$ cat src/rtl/pe_array_wavefront.sv
// Linear systolic array of B processing elements computing the unit-cost edit distance
// between a query of up to B bases and a valid/ready reference stream.
module pe_array_wavefront #(
   parameter int B   = 8,
   parameter int W   = 8,
   parameter int QLW = $clog2(B+1)
) (
   input  logic           clk,
   input  logic           reset,
   input  logic           start,
   input  logic           mode,
   input  logic [QLW-1:0] q_len,
   input  logic [3*B-1:0] q_bases,
   input  logic           r_valid,
   input  logic [2:0]     r_base,
   input  logic           r_last,
   output logic           r_ready,
   output logic           busy,
   output logic [W-1:0]   score,
   output logic           score_valid
);
   localparam logic [W-1:0] SMAX = {W{1'b1}};
   localparam int CW = $clog2(B+1);

   typedef enum logic [1:0] {IDLE, STREAM, DRAIN, DONE} state_t;
   state_t state;

   function automatic logic [W-1:0] sat_inc(input logic [W-1:0] a);
      return (a == SMAX) ? SMAX : a + W'(1);
   endfunction

   function automatic logic [W-1:0] sat_const(input int v);
      return (v >= int'(SMAX)) ? SMAX : W'(v);
   endfunction

   function automatic logic [W-1:0] min2(input logic [W-1:0] a, input logic [W-1:0] b);
      return (a < b) ? a : b;
   endfunction

   // Codes 4..7 all have bit 2 set and behave as N, which never matches.
   function automatic logic is_mm(input logic [2:0] q, input logic [2:0] r);
      return (q[2] | r[2]) ? 1'b1 : (q != r);
   endfunction

   logic [3*B-1:0] qb;
   logic           m_reg;
   logic [CW-1:0]  qn;
   logic [CW-1:0]  qn_in;
   logic [CW-1:0]  dcnt;
   logic [W-1:0]   run_min;

   logic [W-1:0]   d  [B];
   logic [W-1:0]   dg [B];
   logic [B-2:0]   pv;
   logic [2:0]     pb [B-1];

   logic           hs;
   logic           adv;
   logic [B-1:0]   vin;
   logic [2:0]     bin   [B];
   logic [W-1:0]   up_in [B];
   logic [W-1:0]   nxt   [B];
   logic           sel_v;
   logic [W-1:0]   sel_n;
   logic [W-1:0]   sel_d;

   always_comb begin
      qn_in = CW'(B);
      if (q_len != '0 && int'(q_len) <= B)
         qn_in = CW'(q_len);
   end

   // PE i sees beat j one step after PE i-1: up_in is D[i][j], dg holds D[i][j-1],
   // d holds D[i+1][j-1]. PE 0 derives its boundary row from its own dg.
   always_comb begin
      hs    = (state == STREAM) && r_valid;
      adv   = hs || (state == DRAIN && dcnt < CW'(B));
      vin   = '0;
      sel_v = 1'b0;
      sel_n = '0;
      sel_d = '0;
      for (int i = 0; i < B; i++) begin
         bin[i]   = '0;
         up_in[i] = '0;
         nxt[i]   = '0;
      end
      for (int i = 0; i < B; i++) begin
         if (i == 0) begin
            vin[0]   = hs;
            bin[0]   = r_base;
            up_in[0] = m_reg ? '0 : sat_inc(dg[0]);
         end else begin
            vin[i]   = pv[i-1];
            bin[i]   = pb[i-1];
            up_in[i] = d[i-1];
         end
         nxt[i] = min2(min2(is_mm(qb[3*i +: 3], bin[i]) ? sat_inc(dg[i]) : dg[i],
                            sat_inc(up_in[i])),
                       sat_inc(d[i]));
         if (qn == CW'(i+1)) begin
            sel_v = vin[i];
            sel_n = nxt[i];
            sel_d = d[i];
         end
      end
   end

   always_ff @(posedge clk or negedge reset) begin
      if (!reset) begin
         for (int i = 0; i < B; i++) begin
            d[i]  <= '0;
            dg[i] <= '0;
         end
         for (int i = 0; i < B-1; i++) pb[i] <= '0;
         pv      <= '0;
         run_min <= '0;
      end else if (state == IDLE && start) begin
         for (int i = 0; i < B; i++) begin
            d[i]  <= sat_const(i+1);
            dg[i] <= sat_const(i);
         end
         pv      <= '0;
         run_min <= sat_const(int'(qn_in));
      end else if (adv) begin
         for (int i = 0; i < B; i++) begin
            if (vin[i]) begin
               d[i]  <= nxt[i];
               dg[i] <= up_in[i];
            end
         end
         for (int i = 0; i < B-1; i++) begin
            pv[i] <= vin[i];
            pb[i] <= bin[i];
         end
         if (sel_v)
            run_min <= min2(run_min, sel_n);
      end
   end

   // DRAIN spends B advancing cycles plus one capture cycle before DONE.
   always_ff @(posedge clk or negedge reset) begin
      if (!reset) begin
         state       <= IDLE;
         r_ready     <= 1'b0;
         busy        <= 1'b0;
         score       <= '0;
         score_valid <= 1'b0;
         m_reg       <= 1'b0;
         qn          <= '0;
         qb          <= '0;
         dcnt        <= '0;
      end else begin
         score_valid <= 1'b0;
         case (state)
            IDLE: begin
               if (start) begin
                  m_reg   <= mode;
                  qn      <= qn_in;
                  qb      <= q_bases;
                  r_ready <= 1'b1;
                  busy    <= 1'b1;
                  state   <= STREAM;
               end
            end
            STREAM: begin
               if (hs && r_last) begin
                  r_ready <= 1'b0;
                  dcnt    <= '0;
                  state   <= DRAIN;
               end
            end
            DRAIN: begin
               if (dcnt == CW'(B)) begin
                  score       <= m_reg ? run_min : sel_d;
                  score_valid <= 1'b1;
                  busy        <= 1'b0;
                  state       <= DONE;
               end else begin
                  dcnt <= dcnt + CW'(1);
               end
            end
            default: state <= IDLE;
         endcase
      end
   end
endmodule

$ cat config.mk
export PLATFORM = sky130hd
export DESIGN_NAME = pe_array_wavefront
export DESIGN_NICKNAME = d
export VERILOG_FILES = /design/src/rtl/pe_array_wavefront.sv
export SDC_FILE = /design/constraint.sdc
export NUM_CORES = 1
export LEC_CHECK = 0
export CAP_MARGIN = 10
export CORE_UTILIZATION = 41
export DETAILED_ROUTE_END_ITERATION = 16
export DONT_BUFFER_PORTS = 1
export GPL_TIMING_DRIVEN = 1
export SLEW_MARGIN = 0
export SYNTH_ARGS = -nofsm -noshare
export SYNTH_HDL_FRONTEND = slang
export SYNTH_SLANG_ARGS = --single-unit
$ cat constraint.sdc
create_clock -name clk -period 13.6 [get_ports clk]
set_input_delay 2.72 -clock clk [delete_from_list [all_inputs] [get_ports clk]]
set_output_delay 2.72 -clock clk [all_outputs]
set_load 0.01 [all_outputs]
* Yosys cells after proc, flatten, opt, wreduce, memory -nomap -nowiden *
Index checks and enable logic that the tools add are counted.

word-level totals
  output and inout bits = 11
  logic and storage cells = 274
  register bits after elaboration = 210
  input bits = 37

cells by class
  mux-type cells = 116
  reductions and logical operators = 37
  equality and inequality tests = 41
  bitwise gates (word level) = 9
  add/subtract/negate cells = 18
  order comparisons = 19

operators by type and width
  cell                 number
  $mux 8               79
  $mux 64              4
  $add 8x1->8 const B  17
  $eq 8x8->1 const B   17
  $lt 8x8->1           17
  $reduce_bool 2->1    13
  $ne 3x3->1           8
  $reduce_and 2->1     11
  $mux 1               21
  $eq 4x3->1 const B   4
  $reduce_and 3->1     5
  $mux 7               2
  $mux 4               3
  $eq 4x2->1 const B   2
  $eq 4x4->1 const B   2
  $or 1x1->1           8
  $pmux 4 s2           1
  $mux 2               3
  $ne 2x2->1 const B   3
  $pmux 2 s3           1
  $logic_and 1x1->1    5
  $add 4x1->4 const B  1
  $eq 4x1->1 const B   1
  $le 4x4->1 const B   1
  9 further kinds      11

* Logic depth before layout (Yosys ltp) *
Gate-level depths: netlist of the first run.

  word-level depth = 22
  depth in mapped cells = 39
  gate-level depth less buffers = 38

* Least setup slack after synthesis of the first run *
No wires, ideal clock.

  path kind = input to register
  from = input r_base[2]
  to = register run_min[4]
  slack = 4.213 ns
  setup time = 0.141 ns
  arrival time = 9.246 ns
  stages = 33
  cell sequence = inv_1 -> ha_1 -> nand4b_1 -> buf_1 -> and2_2 -> a31oi_1 -> ha_1 -> a21o_1 -> a211o_1 -> a21oi_1 -> a311oi_1 -> o32ai_1 -> inv_1 -> ha_1 -> a211oi_1 -> o211ai_1 -> nor2_1 -> inv_1 -> o311ai_4 -> buf_2 -> mux2i_1 -> nor2_1 -> o32ai_1 -> ha_1 -> a21oi_1 -> nor2b_1 -> o21ai_0 -> or2b_2 -> o221ai_1 -> nor2_1 -> o2bb2ai_1 -> o21ai_0 -> o22ai_1

on the way
  cells in the longest elaborated chain, start to end = 19
  elaborated cells on any way between the ends = 23

ends and longest elaborated chain
  element                                             RTL line  RTL
  start: declaration                                  15        input logic [2:0] r_base,
  $ne 3x3->1 / $or 1x1->1 (equally long branches)     42        return (q[2] | r[2]) ? 1'b1 : (q != r);
  $mux 1 (*)                                          42
  $mux 8 (*)                                          97        nxt[i] = min2(min2(is_mm(qb[3*i +: 3], bin[i]) ? sat_inc(dg[i]) : dg[i],
  $lt 8x8->1                                          37        return (a < b) ? a : b;
  $mux 8 (*)                                          37
  $lt 8x8->1                                          37
  $mux 8 (*)                                          37
  $mux 8 (*) (8 in series)                            100       if (qn == CW'(i+1)) begin
  branches (longest 4 deep; another with $lt 8x8->1)  -
  end signal: assignment                              123       run_min <= sat_const(int'(qn_in));
  end signal: assignment                              136       run_min <= min2(run_min, sel_n);
  end: declaration                                    50        logic [W-1:0] run_min;

Mark *: on every way between the ends. The select of a mux whose other input is x is not followed.
A chain may end at the register's enable or synchronous reset.

* Worst setup path in the final report of the first run *
  from = input r_base[2]
  to = register run_min[5]

The elaborated chain is that of the path after synthesis.

==> results.sh, run 1 <==
export IMPL_drc=0
export IMPL_post_synth_instance_area_um2=17800
export IMPL_crit_path_end_kind="flop"
export IMPL_drive_above_1_share=0.0841
export IMPL_reg2reg_depth=37
export IMPL_path_max_fanout=14
export IMPL_fp_dieH_um=210
export IMPL_tns_ns=0
export IMPL_ys_seq_elements=210
export IMPL_worstReg2RegStart="dg[56]"
export IMPL_reg2reg_to="run_min[5]"
export IMPL_firstDrtPassIters=6
export IMPL_vias_per_cell=6.05
export IMPL_numClockSinks=210
export IMPL_timing_final_crit_share=0.747
export IMPL_path_delay_family="compound AO/OA/AOI/OAI gates"
export IMPL_wire_per_inst_um=20.7
export IMPL_r2r_slack_ns=3.49
export IMPL_reg_top3="d (64), dg (64), qb (24)"
export IMPL_ctsResizeCount=0
export IMPL_clk_latency_ns=0.57
export IMPL_slew_violations=0
export IMPL_p_seq_frac=0.193
export IMPL_hold_ws_ns=0.493
export IMPL_syn_avg_cell_area_um2=8.39
export IMPL_clk_path_buf_depth=3
export IMPL_ir_drop_mv=0.151
export IMPL_synthArstFlopShare=1.00
export IMPL_cts_setup_buffers=0
export IMPL_switching_share=0.501
export IMPL_setup_ws_ns=3.45
export IMPL_num_antenna_cells=0
export IMPL_crit_type="in -> reg"
export IMPL_core_area_um2=42300
export IMPL_wl_um=55000
export IMPL_finClkSkew_ns=0.0241
export IMPL_grt_pass1_wl_um=87200
export IMPL_dr_total_vias=16100
export IMPL_gp_congestion=0.947
export IMPL_p_leak_nw=8.73
export IMPL_yosysSeqAreaShare=0.296
export IMPL_hold_violations=0
export IMPL_drv_cap=0
export IMPL_max_stage_delay_ns=0.62
export IMPL_synth_nets=2303
export IMPL_antenna_found_initial=0
export IMPL_hp_class="reg -> reg"
export IMPL_power_switching_mw=2.48
export IMPL_fmax_mhz=98.5
export IMPL_pwr_share_comb=0.650
export IMPL_synthSimpleGateAreaFrac=0.196
export IMPL_ys_flop_type="dfrtp_1"
export IMPL_track_usage=0.248
export IMPL_slowest_stage="o311ai_4"
export IMPL_tightest_slew_ns=1.30
export IMPL_cts_hold_buf=0
export IMPL_area_delta_synth_final_pct=7.44
export IMPL_syn_instance_count=2116
export IMPL_outcome="finished, final reports clean"
export IMPL_crit_path_start_kind="primary input"
export IMPL_synth_edf_count=0
export IMPL_grt_setup_unrepaired="no"
export IMPL_max_slew_margin=0.133
export IMPL_clockRootBuffer="clkbuf_16"
export IMPL_place_area_um2=18100
export IMPL_worstHoldPathCells=2
export IMPL_synth_top_family_by_area="compound AO/OA/AOI/OAI gates"
export IMPL_cts_max_level=1
export IMPL_detailedPlacementHpwl_um=42500
export IMPL_fin_crit_ns=10.15
export IMPL_row_count=75
export IMPL_initial_utilization=0.419
export IMPL_ios=48
export IMPL_place_ws_ns=2.93
export IMPL_setup_violations=0
export IMPL_first_global_vias=15200
export IMPL_synth_mux_area_frac=0.0920
export IMPL_yosysWarnings=0
export IMPL_die_w_um=210
export IMPL_synth_compound_area_frac=0.234
export IMPL_synth_cell_types=99
export IMPL_tritoncts="yes"
export IMPL_nets=2248
export IMPL_clock_power_share=0.156
export IMPL_hp_start="bin[14]"
export IMPL_die_area_um2=44100
export IMPL_p_int_mw=2.47
export IMPL_worst_path_buf_inv=3
export IMPL_crit_top_cell="ha_1"
export IMPL_final_cell_mix="259 x nand2_1, 210 x dfrtp_1, 167 x nor2_1"
export IMPL_grt_max_degree=211
export IMPL_min_to="bin[11]"
export IMPL_numCtsBuffers=27
export IMPL_drtAntennaViolNets=0
export IMPL_final_common_cell="nand2_1"
export IMPL_drt_iter0_drc=1443
export IMPL_synth_xor_area_frac=0.0237
export IMPL_crit_arrival_ns=10.57
export IMPL_powerDensity_nw_per_um2=260
export IMPL_grt_ovfl_total=0
export IMPL_port_buffers=0
export IMPL_cts_clk_slew_worst_paths_ns=0.05
export IMPL_required_ns=14.02
export IMPL_fin_area_um2=19100
export IMPL_synthAdderAreaFrac=0.106
==> power by group through the flow <==
| stage | clock, mW | combinational, mW | sequential [mW] |
|---|---|---|---|
| 2_1_floorplan | 0 | 2.49 | 0.882 |
| 3_3_place_gp | 0 | 3.10 | 0.962 |
| 3_5_place_dp | 0 | 3.17 | 0.964 |
| 4_1_cts | 0.789 | 3.18 | 0.955 |
| 5_1_grt | 0.810 | 3.54 | 0.980 |
| 6_report | 0.774 | 3.22 | 0.958 |
==> cell families (layout without fill, tap and decap cells) <==
| family | count (synthesis) | in the layout |
|---|---|---|
| and+or+nand+nor | 731 | 731 |
| AOI/OAI and AO/OA | 606 | 606 |
| buffers and inverters | 217 | 182 |
| DFF | 210 | 210 |
| muxes | 154 | 154 |
| adders and majority gates | 150 | 150 |
| xor gates and xnor gates | 48 | 48 |
==> layout make-up <==
type                            count  area (µm²)
Clock inverter                     10         169
Multi-Input combinational cell   1689       11600
Clock buffer                       39         801
Fill cell                        4111       23200
Inverter                          123         462
Sequential cell                   210        5260
Tap cell                          577         722
Timing Repair Buffer               10        75.1
==> per-stage QoR <==
| stage | util | power [mW] | instances |
|---|---|---|---|
| after floorplan | - | 3.37 | 2116 |
| after global placement | 0.428 | 4.07 | 2609 |
| after detailed placement | 0.428 | 4.13 | 2609 |
| after CTS | 0.451 | 4.93 | 2658 |
| after global routing | 0.451 | 5.33 | 2658 |
| final | 0.451 | 4.95 | 2658 |
==> worst reg2reg max path: cells and delay by family (launching register included) <==
family                   cells  cell delay [ns]
adder cells (fa/ha/maj)      5             1.64
AO/OA/AOI/OAI               17             5.32
buffers and inverters        5             0.46
AND/OR/NAND/NOR              9             1.68
flip-flops                   1             0.54
multiplexers                 1             0.33
==> cells in the mapped netlist (9+ instances only) <==
cell / number / area (µm²)
a22o_1: 71 / 622
or2_2: 16 / 100
dfrtp_1: 210 / 5260
a22oi_1: 21 / 158
nand4_1: 40 / 250
a211oi_1: 16 / 120
o21a_1: 19 / 143
mux2_2: 60 / 676
nor2_1: 168 / 631
o31ai_1: 9 / 67.6
nand2_1: 259 / 972
a21oi_1: 132 / 661
xnor2_1: 30 / 263
o21ai_0: 141 / 706
a221oi_1: 13 / 114
clkbuf_1: 72 / 270
a31oi_1: 30 / 188
ha_1: 150 / 1880
and4_1: 9 / 78.8
nor2b_1: 13 / 81.3
o211ai_1: 16 / 120
and2_1: 21 / 131
mux2i_1: 92 / 921
nor3_1: 26 / 130
inv_1: 123 / 462
xor2_1: 18 / 158
and3_1: 38 / 238
a21o_1: 22 / 165
nand3_1: 67 / 335
a222oi_1: 9 / 90.1
o22a_1: 10 / 87.6
nand2b_1: 30 / 188
==> per-layer routing <==
metal	wire length, µm	track usage	vias up
met4	1400	0.0692	0
met5	0	0	-
met3	3900	0.0390	95
li1	-	-	7668
met2	24700	0.393	545
met1	25000	0.348	7773
==> how the worst max path moves through the flow <==
stage / from / end / slack [ns] / cells after the start
2_1_floorplan: r_base[2] / run_min[4] / 4.21 / 33
3_3_place_gp: r_base[2] / run_min[5] / 2.94 / 31
3_5_place_dp: r_base[2] / run_min[4] / 2.93 / 31
4_1_cts: r_base[2] / run_min[5] / 3.52 / 31
5_1_grt: dg[56] / run_min[3] / 2.45 / 37
6_report: r_base[2] / run_min[5] / 3.45 / 31
Note: power is estimated with default switching activity, not from simulation.
==> run 2: changes to the inputs <==
- clock period: 13.6 -> 10.5 ns (I/O delays scaled with it)
==> run 2 against run 1 <==
  * Critical path depth up 7
  * Non-clock buffer count up 4
  * Clock power up 23%
  * Utilization down 0.092 points
  * Count of clock-buffer cells in the layout unchanged
  * Hold slack worse by 0.010 ns
  * Final cell count up 0.19%
  * Sequential share of layout area up 0.056 points
  * Clock skew up 0.010 ns
  * Combinational power up 31%
  * Critical path type is now reg -> reg
  * Critical endpoint unchanged
==> results.sh, run 2 (same netlist as run 1, synthesis figures left out) <==
export IMPL_powerDensity_nw_per_um2=337
export IMPL_outcome="finished, final reports clean"
export IMPL_final_cell_mix="259 x nand2_1, 210 x dfrtp_1, 167 x nor2_1"
export IMPL_final_common_cell="nand2_1"
export IMPL_core_area_um2=42300
export IMPL_drc=0
export IMPL_hold_violations=0
export IMPL_cts_max_level=1
export IMPL_p_seq_frac=0.196
export IMPL_wl_um=56000
export IMPL_clock_power_share=0.148
export IMPL_highest_layer="met4"
export IMPL_tightest_slew_ns=1.22
export IMPL_drive_above_1_share=0.0849
export IMPL_power_mw=6.42
export IMPL_cts_hold_buf=0
export IMPL_crit_path_start_kind="flop"
export IMPL_cts_clk_slew_worst_paths_ns=0.06
export IMPL_slowest_stage="ha_1"
export IMPL_required_ns=10.94
export IMPL_fin_crit_ns=9.49
export IMPL_grt_ovfl_total=0
export IMPL_ctsResizeCount=0
export IMPL_grt_max_degree=211
export IMPL_ir_drop_mv=0.217
export IMPL_reg_top3="d (64), dg (64), qb (24)"
export IMPL_first_global_vias=15500
export IMPL_power_switching_mw=3.27
export IMPL_crit_path_end_kind="flop"
export IMPL_drtAntennaViolNets=0
export IMPL_tritoncts="yes"
export IMPL_firstDrtPassIters=5
export IMPL_clockRootBuffer="clkbuf_16"
export IMPL_area_delta_synth_final_pct=7.22
export IMPL_gp_congestion=0.921
export IMPL_pwr_share_comb=0.656
export IMPL_initial_utilization=0.419
export IMPL_p_leak_nw=8.71
export IMPL_dr_wl_met3_um=4020
export IMPL_max_slew_margin=0.186
export IMPL_vias_per_cell=6.08
export IMPL_fmax_mhz=105
export IMPL_numClockSinks=210
export IMPL_track_usage=0.254
export IMPL_p_int_mw=3.15
export IMPL_antenna_found_initial=0
export IMPL_finClkSkew_ns=0.0344
export IMPL_row_count=75
export IMPL_drt_iter0_drc=1502
export IMPL_cts_setup_buffers=0
export IMPL_dr_total_vias=16200
export IMPL_die_area_um2=44100
export IMPL_num_antenna_cells=0
export IMPL_path_max_fanout=20
export IMPL_hp_class="reg -> reg"
export IMPL_wl_met1_um=25600
export IMPL_crit_type="reg -> reg"
export IMPL_setup_violations=0
export IMPL_fp_dieH_um=210
export IMPL_port_buffers=0
export IMPL_numCtsBuffers=27
export IMPL_clk_latency_ns=0.59
export IMPL_grt_pass1_wl_um=88700
export IMPL_switching_share=0.509
export IMPL_slew_violations=0
export IMPL_clk_path_buf_depth=3
export IMPL_tns_ns=0
export IMPL_max_stage_delay_ns=0.67
export IMPL_detailedPlacementHpwl_um=42900
export IMPL_die_w_um=210
export IMPL_grt_setup_unrepaired="no"
export IMPL_drv_cap=0
export IMPL_crit_arrival_ns=9.92
export IMPL_timing_final_crit_share=0.904
export IMPL_nets=2252
export IMPL_wire_per_inst_um=21.0
export IMPL_wl_met2_um=25000
export IMPL_ios=48
## run 2: cell types whose count changed in the layout (fill, tap and decap cells not counted), sizes merged
cell	before	now
inv	124	125
clkinvlp	0	1
clkinv	5	6
bufinv	4	2
buf	10	14
## run 2: cell type report
| cell class | instances | area [µm²] |
|---|---|---|
| multi-input cells | 1689 | 11600 |
| clock buffers | 39 | 771 |
| clock inverters | 11 | 130 |
| fillers | 4145 | 23300 |
| repair buffers | 14 | 105 |
| well taps | 577 | 722 |
| flip-flops and latches | 210 | 5260 |
| inverters | 123 | 462 |
## run 2: metrics by stage
stage	util	instance area, µm²	setup WS [ns]	hold WS (ns)	cells
after floorplan	-	17800	1.73	0.450	2116
after global placement	0.428	18100	1.05	0.471	2612
after detailed placement	0.428	18100	1.05	0.472	2612
after CTS	0.450	19000	1.14	0.486	2662
after global routing	0.450	19000	0.221	0.518	2663
final	0.450	19000	1.01	0.483	2663
## run 2: power by group through the flow
stage | logic [mW] | clock network [mW] | registers (mW)
after floorplan | 3.22 | 0 | 1.14
after global placement | 4.06 | 0 | 1.26
after detailed placement | 4.13 | 0 | 1.26
after CTS | 4.15 | 0.971 | 1.25
after global routing | 4.63 | 0.999 | 1.29
final | 4.21 | 0.952 | 1.26
## run 2: worst paths after layout
path                         start    endpoint  slack [ns]  cells past startpoint
max in group asynchronous    reset        busy        8.86                      0
hold reg to reg            bin[17]     bin[14]        0.48                      2
hold / removal             bin[17]     bin[14]        0.48                      2
min in group asynchronous    reset      dg[21]        1.21                      0
setup reg to reg            dg[56]  run_min[5]        1.01                     38
setup / recovery            dg[56]  run_min[5]        1.01                     38
## run 2: critical path, delay by kind of cell, from the launching register on
| family | cells | cell delay, ns |
|---|---|---|
| buf+inv | 6 | 0.69 |
| simple gates | 9 | 1.54 |
| compound gates | 17 | 4.64 |
| flops | 1 | 0.54 |
| mux | 1 | 0.28 |
| fa+ha+maj | 5 | 1.68 |
## run 2: layer usage
metal | up-vias | GRT usage
li1 | 7698 | -
met1 | 7823 | 0.359
met2 | 570 | 0.403
met3 | 104 | 0.0368
met4 | 0 | 0.0702
met5 | - | 0
==> run 3: changes to the inputs <==
- CORE_MARGIN: unset -> 3
==> run 3 against run 2 <==
  * Clock skew is 0.0067 ns lower
  * Clock power is 1% higher
  * Count of clock-buffer cells in the layout is 1 lower
  * Critical path type unchanged
  * Highest routed layer is now met5
==> results.sh, run 3 (same netlist as run 1, synthesis figures left out) <==
export IMPL_numCtsBuffers=27
export IMPL_port_buffers=0
export IMPL_final_common_cell="nand2_1"
export IMPL_drc=0
export IMPL_reg_top3="d (64), dg (64), qb (24)"
export IMPL_wl_um=56000
export IMPL_max_slew_margin=0.217
export IMPL_required_ns=10.93
export IMPL_wire_per_inst_um=21.0
export IMPL_ios=48
export IMPL_power_switching_mw=3.23
export IMPL_r2r_slack_ns=1.12
export IMPL_antenna_found_initial=1
export IMPL_crit_type="reg -> reg"
export IMPL_reg2reg_to="run_min[5]"
export IMPL_fin_crit_ns=9.38
export IMPL_clock_power_share=0.150
export IMPL_crit_arrival_ns=9.82
export IMPL_crit_top_cell="inv_1"
export IMPL_vias_per_cell=6.06
export IMPL_setup_ws_ns=1.12
export IMPL_drv_cap=0
export IMPL_powerDensity_nw_per_um2=336
export IMPL_hold_violations=0
export IMPL_drive_above_1_share=0.0863
export IMPL_tritoncts="yes"
export IMPL_slowest_stage="o221ai_1"
export IMPL_p_seq_frac=0.196
export IMPL_grt_setup_unrepaired="no"
export IMPL_drt_iter0_drc=1437
export IMPL_core_area_um2=42300
export IMPL_clk_latency_ns=0.58
export IMPL_switching_share=0.504
export IMPL_ir_drop_mv=0.240
export IMPL_worstReg2RegStart="dg[56]"
export IMPL_clk_path_buf_depth=3
export IMPL_grt_ovfl_total=0
export IMPL_finalNonFillerCells=2663
export IMPL_p_leak_nw=8.72
export IMPL_worstHoldPathCells=2
export IMPL_initial_utilization=0.419
export IMPL_place_area_um2=18100
export IMPL_p_int_mw=3.18
export IMPL_setup_violations=0
export IMPL_track_usage=0.237
export IMPL_pwr_share_comb=0.654
export IMPL_gp_congestion=0.944
export IMPL_fillCellCount=4191
export IMPL_hold_ws_ns=0.487
export IMPL_dr_total_vias=16100
export IMPL_cts_max_level=1
export IMPL_nets=2253
export IMPL_num_antenna_cells=0
export IMPL_slew_violations=0
export IMPL_finClkSkew_ns=0.0277
export IMPL_first_global_vias=15500
export IMPL_fmax_mhz=107
export IMPL_cts_clk_slew_worst_paths_ns=0.06
export IMPL_numClockSinks=210
export IMPL_die_w_um=214
export IMPL_clockRootBuffer="clkbuf_16"
export IMPL_crit_path_start_kind="flop"
export IMPL_min_to="bin[11]"
export IMPL_hp_class="reg -> reg"
export IMPL_max_stage_delay_ns=0.59
export IMPL_fin_area_um2=19100
export IMPL_grt_pass1_wl_um=88200
export IMPL_detailedPlacementHpwl_um=43000
export IMPL_dpl_cell_count=2613
export IMPL_path_max_fanout=20
export IMPL_area_delta_synth_final_pct=7.41
export IMPL_grt_max_degree=211
export IMPL_reg2reg_depth=37
export IMPL_die_area_um2=45800
export IMPL_crit_path_end_kind="flop"
export IMPL_tightest_slew_ns=1.17
export IMPL_fp_dieH_um=214
export IMPL_outcome="finished, final reports clean"
export IMPL_timing_final_crit_share=0.894
export IMPL_tns_ns=0
export IMPL_drtAntennaViolNets=0
export IMPL_hp_start="bin[14]"
export IMPL_place_ws_ns=0.713
export IMPL_row_count=75
export IMPL_firstDrtPassIters=8
export IMPL_final_cell_mix="259 x nand2_1, 210 x dfrtp_1, 167 x nor2_1"
run 3: cell types whose count changed in the layout (fill, tap and decap cells not counted), sizes merged:
cell    previous run  this run
inv              125       124
bufinv             2         3
buf               14        15
clkbuf            39        38
run 3: worst max-delay path by stage:
stage	startpoint	end	slack, ns	cells after the start
finish	dg[56]	run_min[5]	1.12	37
global route	dg[56]	run_min[5]	0.23	37
CTS	dg[56]	run_min[5]	0.70	37
detailed placement	dg[56]	run_min[5]	0.71	37
global placement	dg[56]	run_min[5]	1.00	37
floorplan	r_base[2]	run_min[4]	1.73	33
run 3: cell type report:
class                      count  area, µm²  share of cell area
clock inverter                11        151             0.00794
tap                          577        722              0.0379
multi-input combinational   1689      11600               0.608
timing repair buffer          15        113             0.00591
sequential                   210       5260               0.276
clock buffer                  38        767              0.0402
inverter                     123        462              0.0242
run 3: through the flow:
step	utilization	power, mW
2_1_floorplan	-	4.36
3_3_place_gp	0.428	5.32
3_5_place_dp	0.428	5.38
4_1_cts	0.450	6.37
5_1_grt	0.451	6.93
6_report	0.451	6.41
run 3: what timing repair did:
item / in CTS / in global routing
hold buffers: 0 / 0
resized for setup: 0 / 2
buffers inserted: 0 / 0
endpoints found under the setup margin: 0 / 7
run 3: worst max-delay path: cells and delay by family (launching register included):
kind	cells	cell delay, ns
AOI/OAI and AO/OA	17	4.84
and+or+nand+nor	9	1.62
adders and majority gates	5	1.50
DFF	1	0.54
buffers and inverters	5	0.48
muxes	1	0.29
run 3: per-layer routing:
layer | vias up | wire (µm) | track usage
met1 | 7748 | 24800 | 0.325
met3 | 127 | 4760 | 0.0534
met2 | 571 | 24700 | 0.376
met5 | - | 13 | 0
met4 | 2 | 1760 | 0.0732
li1 | 7688 | - | -
run 3: power by group through the flow:
stage	Clock [mW]	Sequential [mW]	Combinational (mW)
floorplan	0	1.14	3.22
global placement	0	1.26	4.06
detailed placement	0	1.26	4.12
CTS	0.987	1.25	4.14
global route	1.02	1.28	4.63
finish	0.965	1.26	4.19
